==> config.mk <==
export PLATFORM = sky130hd
export DESIGN_NAME = usb_packet_receiver
export DESIGN_NICKNAME = d
export VERILOG_FILES = /design/src/rtl/usb_packet_receiver.sv
export SDC_FILE = /design/constraint.sdc
export NUM_CORES = 1
export LEC_CHECK = 0
export CAP_MARGIN = 20
export CORE_MARGIN = 10
export CORE_UTILIZATION = 50
export CTS_BUF_LIST = sky130_fd_sc_hd__clkbuf_4
export CTS_CLUSTER_DIAMETER = 80
export CTS_CLUSTER_SIZE = 24
export DETAILED_ROUTE_END_ITERATION = 7
export PLACE_DENSITY = 0.74
export SYNTH_ARGS = -nofsm -noshare
export SYNTH_HDL_FRONTEND = slang
export SYNTH_SLANG_ARGS = --single-unit
==> constraint.sdc <==
create_clock -name clock -period 4.5 [get_ports clock]
set_input_delay 0.9 -clock clock [delete_from_list [all_inputs] [get_ports clock]]
set_output_delay 0.9 -clock clock [all_outputs]
set_load 0.05 [all_outputs]
==> src/rtl/usb_packet_receiver.sv <==
// Receive path between the USB line (DP/DM) and the protocol FSM: line decode, NRZI,
// bit unstuffing, PID and CRC16 checks; reports ACK/NAK/DATA0, an error code or a timeout.
module usb_packet_receiver #(
  parameter int TIMEOUT = 255
) (
  input  logic        clock,
  input  logic        reset_n,
  input  logic        rx_start,
  input  logic        DP_in,
  input  logic        DM_in,
  output logic        rcv_ACK,
  output logic        rcv_NAK,
  output logic        rcv_DATA0,
  output logic [63:0] data_out,
  output logic        rcv_error,
  output logic [2:0]  err_code,
  output logic        rx_timeout,
  output logic        rx_busy
);

  typedef enum logic [2:0] {
    S_IDLE, S_WAIT_SYNC, S_SYNC, S_PID, S_DATA, S_EOP1, S_EOP2, S_EOP_J
  } state_t;

  localparam int             TW        = (TIMEOUT > 1) ? $clog2(TIMEOUT) : 1;
  localparam logic [TW-1:0]  TMO_LAST  = TW'(TIMEOUT - 1);
  localparam logic [7:0]     PID_ACK   = 8'hD2;
  localparam logic [7:0]     PID_NAK   = 8'h5A;
  localparam logic [7:0]     PID_DATA0 = 8'hC3;
  localparam logic [15:0]    CRC_POLY  = 16'h8005;
  localparam logic [15:0]    CRC_RESID = 16'h800D;
  localparam logic [2:0]     ERR_SYNC  = 3'd1;
  localparam logic [2:0]     ERR_PID   = 3'd2;
  localparam logic [2:0]     ERR_STUFF = 3'd3;
  localparam logic [2:0]     ERR_CRC   = 3'd4;
  localparam logic [2:0]     ERR_FRAME = 3'd5;

  state_t         state_q;
  logic [TW-1:0]  tmo_q;
  logic [6:0]     bit_cnt_q;
  logic [2:0]     ones_q;
  logic           prev_k_q;
  logic [7:0]     pid_q;
  logic [15:0]    crc_q;
  logic [63:0]    payload_q;

  logic        line_j, line_k, line_se0, line_bad;
  logic        bit_dec, crc_fb, stuff_due;
  logic [2:0]  ones_d;
  logic [7:0]  pid_d;
  logic [15:0] crc_d;

  assign line_j    = DP_in & ~DM_in;
  assign line_k    = ~DP_in & DM_in;
  assign line_se0  = ~DP_in & ~DM_in;
  assign line_bad  = ~(line_j | line_k);
  assign bit_dec   = (line_k == prev_k_q);
  assign stuff_due = (ones_q == 3'd6);
  assign ones_d    = bit_dec ? ones_q + 3'd1 : 3'd0;
  assign pid_d     = {bit_dec, pid_q[7:1]};
  assign crc_fb    = bit_dec ^ crc_q[15];
  assign crc_d     = {crc_q[14:0], 1'b0} ^ (crc_fb ? CRC_POLY : 16'h0000);
  assign rx_busy   = (state_q != S_IDLE);

  // NOTE: all state here is updated with non-blocking assignments so every branch reads
  // the pre-edge values; blocking would let one update leak into the next decision.
  always_ff @(posedge clock or negedge reset_n) begin
    if (!reset_n) begin
      state_q    <= S_IDLE;
      tmo_q      <= '0;
      bit_cnt_q  <= '0;
      ones_q     <= '0;
      prev_k_q   <= 1'b0;
      pid_q      <= '0;
      crc_q      <= 16'hFFFF;
      payload_q  <= '0;
      rcv_ACK    <= 1'b0;
      rcv_NAK    <= 1'b0;
      rcv_DATA0  <= 1'b0;
      data_out   <= '0;
      rcv_error  <= 1'b0;
      err_code   <= '0;
      rx_timeout <= 1'b0;
    end else begin
      rcv_ACK    <= 1'b0;
      rcv_NAK    <= 1'b0;
      rcv_DATA0  <= 1'b0;
      rcv_error  <= 1'b0;
      rx_timeout <= 1'b0;
      unique case (state_q)
        S_IDLE: if (rx_start) begin
          state_q  <= S_WAIT_SYNC;
          tmo_q    <= '0;
          prev_k_q <= 1'b0;
        end
        S_WAIT_SYNC: begin
          if (line_k) begin
            state_q   <= S_SYNC;
            prev_k_q  <= 1'b1;
            bit_cnt_q <= 7'd1;
          end else if (tmo_q == TMO_LAST) begin
            rx_timeout <= 1'b1;
            state_q    <= S_IDLE;
          end else begin
            tmo_q <= tmo_q + TW'(1);
          end
        end
        S_SYNC: begin
          prev_k_q <= line_k;
          if (line_bad) begin
            rcv_error <= 1'b1; err_code <= ERR_FRAME; state_q <= S_IDLE;
          end else if (bit_dec != (bit_cnt_q == 7'd7)) begin
            rcv_error <= 1'b1; err_code <= ERR_SYNC; state_q <= S_IDLE;
          end else if (bit_cnt_q == 7'd7) begin
            state_q   <= S_PID;
            bit_cnt_q <= '0;
            ones_q    <= '0;
          end else begin
            bit_cnt_q <= bit_cnt_q + 7'd1;
          end
        end
        S_PID: begin
          prev_k_q <= line_k;
          if (line_bad) begin
            rcv_error <= 1'b1; err_code <= ERR_FRAME; state_q <= S_IDLE;
          end else if (stuff_due) begin
            if (bit_dec) begin
              rcv_error <= 1'b1; err_code <= ERR_STUFF; state_q <= S_IDLE;
            end
            ones_q <= '0;
          end else begin
            ones_q <= ones_d;
            pid_q  <= pid_d;
            bit_cnt_q <= bit_cnt_q + 7'd1;
            // Only the three accepted PIDs pass; each already has upper nibble == ~lower.
            if (bit_cnt_q == 7'd7) begin
              bit_cnt_q <= '0;
              crc_q     <= 16'hFFFF;
              if (pid_d == PID_ACK || pid_d == PID_NAK) begin
                state_q <= S_EOP1;
              end else if (pid_d == PID_DATA0) begin
                state_q <= S_DATA;
              end else begin
                rcv_error <= 1'b1; err_code <= ERR_PID; state_q <= S_IDLE;
              end
            end
          end
        end
        S_DATA: begin
          prev_k_q <= line_k;
          if (line_bad) begin
            rcv_error <= 1'b1; err_code <= ERR_FRAME; state_q <= S_IDLE;
          end else if (stuff_due) begin
            if (bit_dec) begin
              rcv_error <= 1'b1; err_code <= ERR_STUFF; state_q <= S_IDLE;
            end else if (bit_cnt_q == 7'd80) begin
              state_q <= S_EOP1;
            end
            ones_q <= '0;
          end else begin
            ones_q    <= ones_d;
            crc_q     <= crc_d;
            bit_cnt_q <= bit_cnt_q + 7'd1;
            if (bit_cnt_q < 7'd64) payload_q <= {bit_dec, payload_q[63:1]};
            // Bit 80 decides the CRC; a trailing stuff bit keeps us here for one more sample.
            if (bit_cnt_q == 7'd79) begin
              if (crc_d != CRC_RESID) begin
                rcv_error <= 1'b1; err_code <= ERR_CRC; state_q <= S_IDLE;
              end else if (ones_d != 3'd6) begin
                state_q <= S_EOP1;
              end
            end
          end
        end
        S_EOP1, S_EOP2: begin
          if (line_se0) begin
            state_q <= (state_q == S_EOP1) ? S_EOP2 : S_EOP_J;
          end else begin
            rcv_error <= 1'b1; err_code <= ERR_FRAME; state_q <= S_IDLE;
          end
        end
        S_EOP_J: begin
          state_q <= S_IDLE;
          if (line_j) begin
            rcv_ACK   <= (pid_q == PID_ACK);
            rcv_NAK   <= (pid_q == PID_NAK);
            rcv_DATA0 <= (pid_q == PID_DATA0);
            if (pid_q == PID_DATA0) data_out <= payload_q;
          end else begin
            rcv_error <= 1'b1; err_code <= ERR_FRAME;
          end
        end
        default: state_q <= S_IDLE;
      endcase
    end
  end

endmodule

==> impl_metrics.yaml, run 1 <==
run_status:
  status: "finished clean"
detailed_routing:
  vias: 4860
  first_pass_iters: 4
  antenna_left: 0
  wirelength_um: 14900
  drt-initial-drc-count: 227
  viasPerCell: 5.41
  drc: 0
  avgRoutedWirePerCell_um: 16.5
die:
  design.die.area_sq_um: 21300
  dieHeight_um: 146
  die_w_um: 146
  start_util: 0.516
  ioPinCount: 78
  coreArea_sq_um: 15400
  row_count: 45
clocking:
  cts.sinks: 182
  clock_path_buffers: 2
  cts_tree: "done"
  cts.clk_slew.worst_paths_ps: 130
  cts.repair.resized: 0
  clockRootBuffer: "clkbuf_4"
  clock_latency_ps: 550
  post_cts_buffers: 0
  cts-htree-levels: 4
  holdBufCountCts: 0
  cts_buffers: 17
placed_design:
  hpwl_um: 10200
  place.gp.congestion: 0.831
  port_buffers: 77
  place_area_sq_um: 8900
finish:
  seq_area_sq_um: 4570
  fillers: 1243
  drive_gt1_frac: 0.297
  layout_commonest_cell: "dfrtp_1"
  finalNetCount: 689
  multi_input_area_sq_um: 3160
  area_growth_pct: 15.4
  final_area_sq_um: 9150
  final_cell_mix: "dfrtp_1 (166), mux2_2 (134), clkdlybuf4s50_1 (76), nand2_1 (33)"
sta:
  worst_pin_slew_ps: 949
  fin_tns_setup_ps: 0
  finClkSkew_ps: 21.2
  max_freq_ghz: 0.291
  finalHoldViolations: 0
  timing.hold.ws_ps: 477
  slew_headroom: 0.367
  drv_slew: 0
  finalSetupViolations: 0
  rsz0062_at_grt: "no"
  fin_crit_sh: 0.762
  post-route-min-period_ps: 3430
yosys:
  avgSynthCellArea_sq_um: 13.2
  synth_seq_area_share: 0.577
  synth-edff-count: 0
  synth_cell_type_count: 64
  synth_nets: 616
  ys_warn_count: 0
  ys_seq_elements: 182
  syn_area_sq_um: 7930
  syn_inst: 602
  async_reset_ff_frac: 1.00
  ys.flop_type: "dfrtp_1"
grt:
  grt_max_degree: 110
  antenna_found_initial: 1
  gr-usage-all-layers: 0.147
  grt_pass1_wl_um: 26200
  grt_pass1_vias: 5195
  gr-total-overflow: 0
critical_path:
  worstSetupPathType: "reg2out"
  critPathRequiredTime_ps: 3600
  timing.rr.start: "state_q[1]"
  endpoint_kind: "primary output"
  crit_arrival_ps: 2530
  crit_start: "state_q[1]"
  cp_max_fo: 28
  critPathLaunchType: "register"
power:
  peakVddDrop_mv: 0.178
  powerDensity_nw_per_um2: 360
  leakage_nw: 4.23
flow_run:
  drv_cap: 0
min_path:
  hold_path_class: "in2async"
==> stage by stage <==
stage,utilization,worst slack [ps],total power (W),instances
finish,0.595,1070,0.00329,899
global route,0.595,872,0.00349,899
CTS,0.595,1000,0.00334,898
detailed placement,0.579,738,0.00253,867
global placement,0.579,861,0.00251,867
floorplan,-,1700,0.00233,602
==> cells in the mapped netlist (7+ instances only) <==
master	instances	area, sq um
a21oi_1	14	70.1
buf_2	15	75.1
clkbuf_1	8	30.0
dfrtp_1	166	4150
dfstp_2	16	420
ha_1	9	113
inv_1	15	56.3
mux2_2	134	1510
nand2_1	33	124
nand2b_1	8	50.1
nand3_1	12	60.1
nor2_1	20	75.1
nor3_1	10	50.1
nor4_1	7	43.8
o21ai_0	20	100
o22a_1	15	131
==> routing by layer <==
layer / wire length [um] / share of wire / vias up / GRT usage
met5: 0 / 0 / - / 0
met4: 239 / 0.016 / 0 / 0.0546
met2: 7220 / 0.49 / 78 / 0.235
li1: - / - / 2325 / -
met3: 631 / 0.042 / 19 / 0.0413
met1: 6770 / 0.46 / 2438 / 0.185
==> power by group <==
| part | switching, W | internal (W) |
|---|---|---|
| registers | 0.0000959 | 0.00170 |
| clock network | 0.000545 | 0.000249 |
| logic | 0.000437 | 0.000262 |
==> state kept, by name, indices dropped and copies added, names as in the netlist, 3 cells and up <==
signal / count
data_out: 64
payload_q: 64
crc_q: 16
pid_q: 8
tmo_q: 8
bit_cnt_q: 7
err_code: 3
ones_q: 3
state_q: 3
==> cell type report <==
class	count	share of cell area
inverters	15	0.00616
clock buffers	20	0.0164
clock inverters	11	0.0103
diodes	1	0.000274
multi-input cells	376	0.346
flip-flops and latches	182	0.500
well taps	211	0.0289
repair buffers	83	0.0921
==> worst paths after layout <==
kind,end,slack [ps],depth (start not counted)
worst max register to register,crc_q[15],1690,5
max in group asynchronous,payload_q[35],3110,2
worst min register to register,err_code[2],500,1
worst min-delay path,tmo_q[7],480,1
worst max-delay path,rx_busy,1070,2
min in group clock,err_code[2],500,1
==> critical path: stages, from the launching register on <==
cell	delay, ps
dfrtp_1	910
or3_1	260
clkdlybuf4s50_1	820
==> kinds of logic after synthesis <==
kind of cell,count (synthesis),synth area share
compound gates,87,0.0796
xor+xnor,14,0.0197
fa+ha+maj,9,0.0142
buf+inv,44,0.0251
flops,182,0.577
mux,139,0.197
simple gates,127,0.0871
Power figures use the tool's default switching activity.
==> run 2, diff against run 1 <==
--- a/config.mk
+++ b/config.mk
@@ -12,7 +12,7 @@
 export CTS_CLUSTER_DIAMETER = 80
 export CTS_CLUSTER_SIZE = 24
 export DETAILED_ROUTE_END_ITERATION = 7
-export PLACE_DENSITY = 0.74
+export PLACE_DENSITY = 0.77
 export SYNTH_ARGS = -nofsm -noshare
 export SYNTH_HDL_FRONTEND = slang
 export SYNTH_SLANG_ARGS = --single-unit
==> constraint.sdc (replaced) <==
create_clock -name clock -period 2.8 [get_ports clock]
set_input_delay 0.56 -clock clock [delete_from_list [all_inputs] [get_ports clock]]
set_output_delay 0.56 -clock clock [all_outputs]
set_load 0.05 [all_outputs]
==> run 2 against run 1 <==
Critical path type unchanged. Die area unchanged. Clock skew is 3.6 ps lower. Via count increased by 4.4%. Critical endpoint unchanged. Clock power increased by 110%. Design area up 3.8%. Count of clock-buffer cells in the layout down 3.
==> impl_metrics.yaml, run 2 (synthesized netlist as in run 1, its figures left out) <==
min_path:
  hold_path_class: "reg2reg"
clocking:
  cts_tree: "done"
  cts.sinks: 182
  clock_path_buffers: 2
  post_cts_buffers: 0
  cts_buffers: 17
  clockRootBuffer: "clkbuf_4"
  clock_latency_ps: 570
  cts-htree-levels: 4
  cts.clk_slew.worst_paths_ps: 140
finish:
  seq_area_sq_um: 4570
  finalNetCount: 718
  area_growth_pct: 19.8
  reg.largest.list: "data_out x64, payload_q x64, crc_q x16"
  fillers: 1195
  layout_commonest_cell: "dfrtp_1"
  final_cell_mix: "dfrtp_1 (166), mux2_2 (134), clkdlybuf4s50_1 (75), nand2_1 (33), buf_4 (30)"
  drive_gt1_frac: 0.326
  multi_input_area_sq_um: 3160
  final_cells: 929
placed_design:
  place.gp.congestion: 0.876
  dp_cells: 895
  post-place-ws_ps: -165
  hpwl_um: 11200
  port_buffers: 77
critical_path:
  critPathRequiredTime_ps: 2240
  cp_max_fo: 16
  endpoint_kind: "primary output"
  crit_arrival_ps: 2020
  worstSetupPathType: "reg2out"
  critPathLaunchType: "register"
detailed_routing:
  avgRoutedWirePerCell_um: 16.9
  drt-initial-drc-count: 261
  viasPerCell: 5.46
  vias: 5075
  wirelength_um: 15700
  antenna_left: 0
  first_pass_iters: 4
  drc: 0
sta:
  post-route-min-period_ps: 2580
  drv_slew: 0
  finClkSkew_ps: 17.6
  timing.hold.ws_ps: 496
  max_freq_ghz: 0.388
  rsz0062_at_grt: "no"
  finalHoldViolations: 0
  fin_ws_ps: 224
  finalSetupViolations: 0
  fin_crit_sh: 0.920
  slew_headroom: 0.590
  worst_pin_slew_ps: 607
die:
  start_util: 0.516
  design.die.area_sq_um: 21300
  dieHeight_um: 146
  row_count: 45
  die_w_um: 146
  ioPinCount: 78
  coreArea_sq_um: 15400
power:
  leakage_nw: 4.41
  peakVddDrop_mv: 0.384
  powerDensity_nw_per_um2: 608
grt:
  grt_max_degree: 59
  grt_pass1_wl_um: 26800
  gr-total-overflow: 0
  gr-usage-all-layers: 0.151
  antenna_found_initial: 1
  grt_pass1_vias: 5284
flow_run:
  drv_cap: 0
run_status:
  status: "finished clean"
[run 2: changes by cell type in the layout (fill, tap and decap cells not counted), sizes merged]
cell           previous run  this run
clkinv                    6         2
clkbuf                   20        17
dlygate4sd3               0         1
inv                      20        23
bufinv                    0         3
clkdlybuf4s50            76        75
clkinvlp                  0         2
buf                       7        36
[run 2: per-layer routing]
layer	share of wire	routed length, um	up-vias	track usage
met5	0	0	-	0
met1	0.44	6940	2584	0.189
met3	0.044	685	16	0.0373
li1	-	-	2381	-
met2	0.50	7870	94	0.248
met4	0.014	223	0	0.0521
[run 2: through the flow]
stage / utilization / instance area (sq um) / power (W) / TNS (ps)
4_1_cts: 0.618 / 9490 / 0.00583 / 0
2_1_floorplan: - / 7930 / 0.00375 / 0
3_5_place_dp: 0.595 / 9150 / 0.00419 / -3180
3_3_place_gp: 0.595 / 9150 / 0.00415 / -367
6_report: 0.618 / 9500 / 0.00577 / 0
5_1_grt: 0.618 / 9500 / 0.00608 / 0
[run 2: what timing repair did]
| item | CTS | global route |
|---|---|---|
| hold buffers | 1 | 0 |
| resized for setup | 0 | 0 |
| hold endpoints to repair | 44 | 0 |
[run 2: final cells by class]
class,instances,area share
Clock buffer,17,0.0134
Multi-Input combinational cell,376,0.333
Sequential cell,182,0.482
Inverter,15,0.00593
Antenna cell,1,0.000264
Clock inverter,15,0.0221
Timing Repair Buffer,112,0.116
Tap cell,211,0.0278
[run 2: final timing paths]
path | cells after the start | slack, ps | to | start
min | 1 | 500 | err_code[2] | err_code[2]
min in group asynchronous | 2 | 510 | payload_q[14] | reset_n
max | 3 | 220 | rx_busy | state_q[1]
max in group asynchronous | 3 | 1590 | data_out[21] | reset_n
min reg2reg | 1 | 500 | err_code[2] | err_code[2]
max reg2reg | 5 | 450 | state_q[1] | bit_cnt_q[3]
[run 2: power breakdown]
part	internal (W)	switching (W)
clock	0.000663	0.000962
sequential	0.00274	0.000174
combinational	0.000524	0.000711
[run 2: critical path, stage by stage (launching register included)]
cell	delay (ps)
dfrtp_1	590
buf_4	280
or3_1	370
buf_4	210
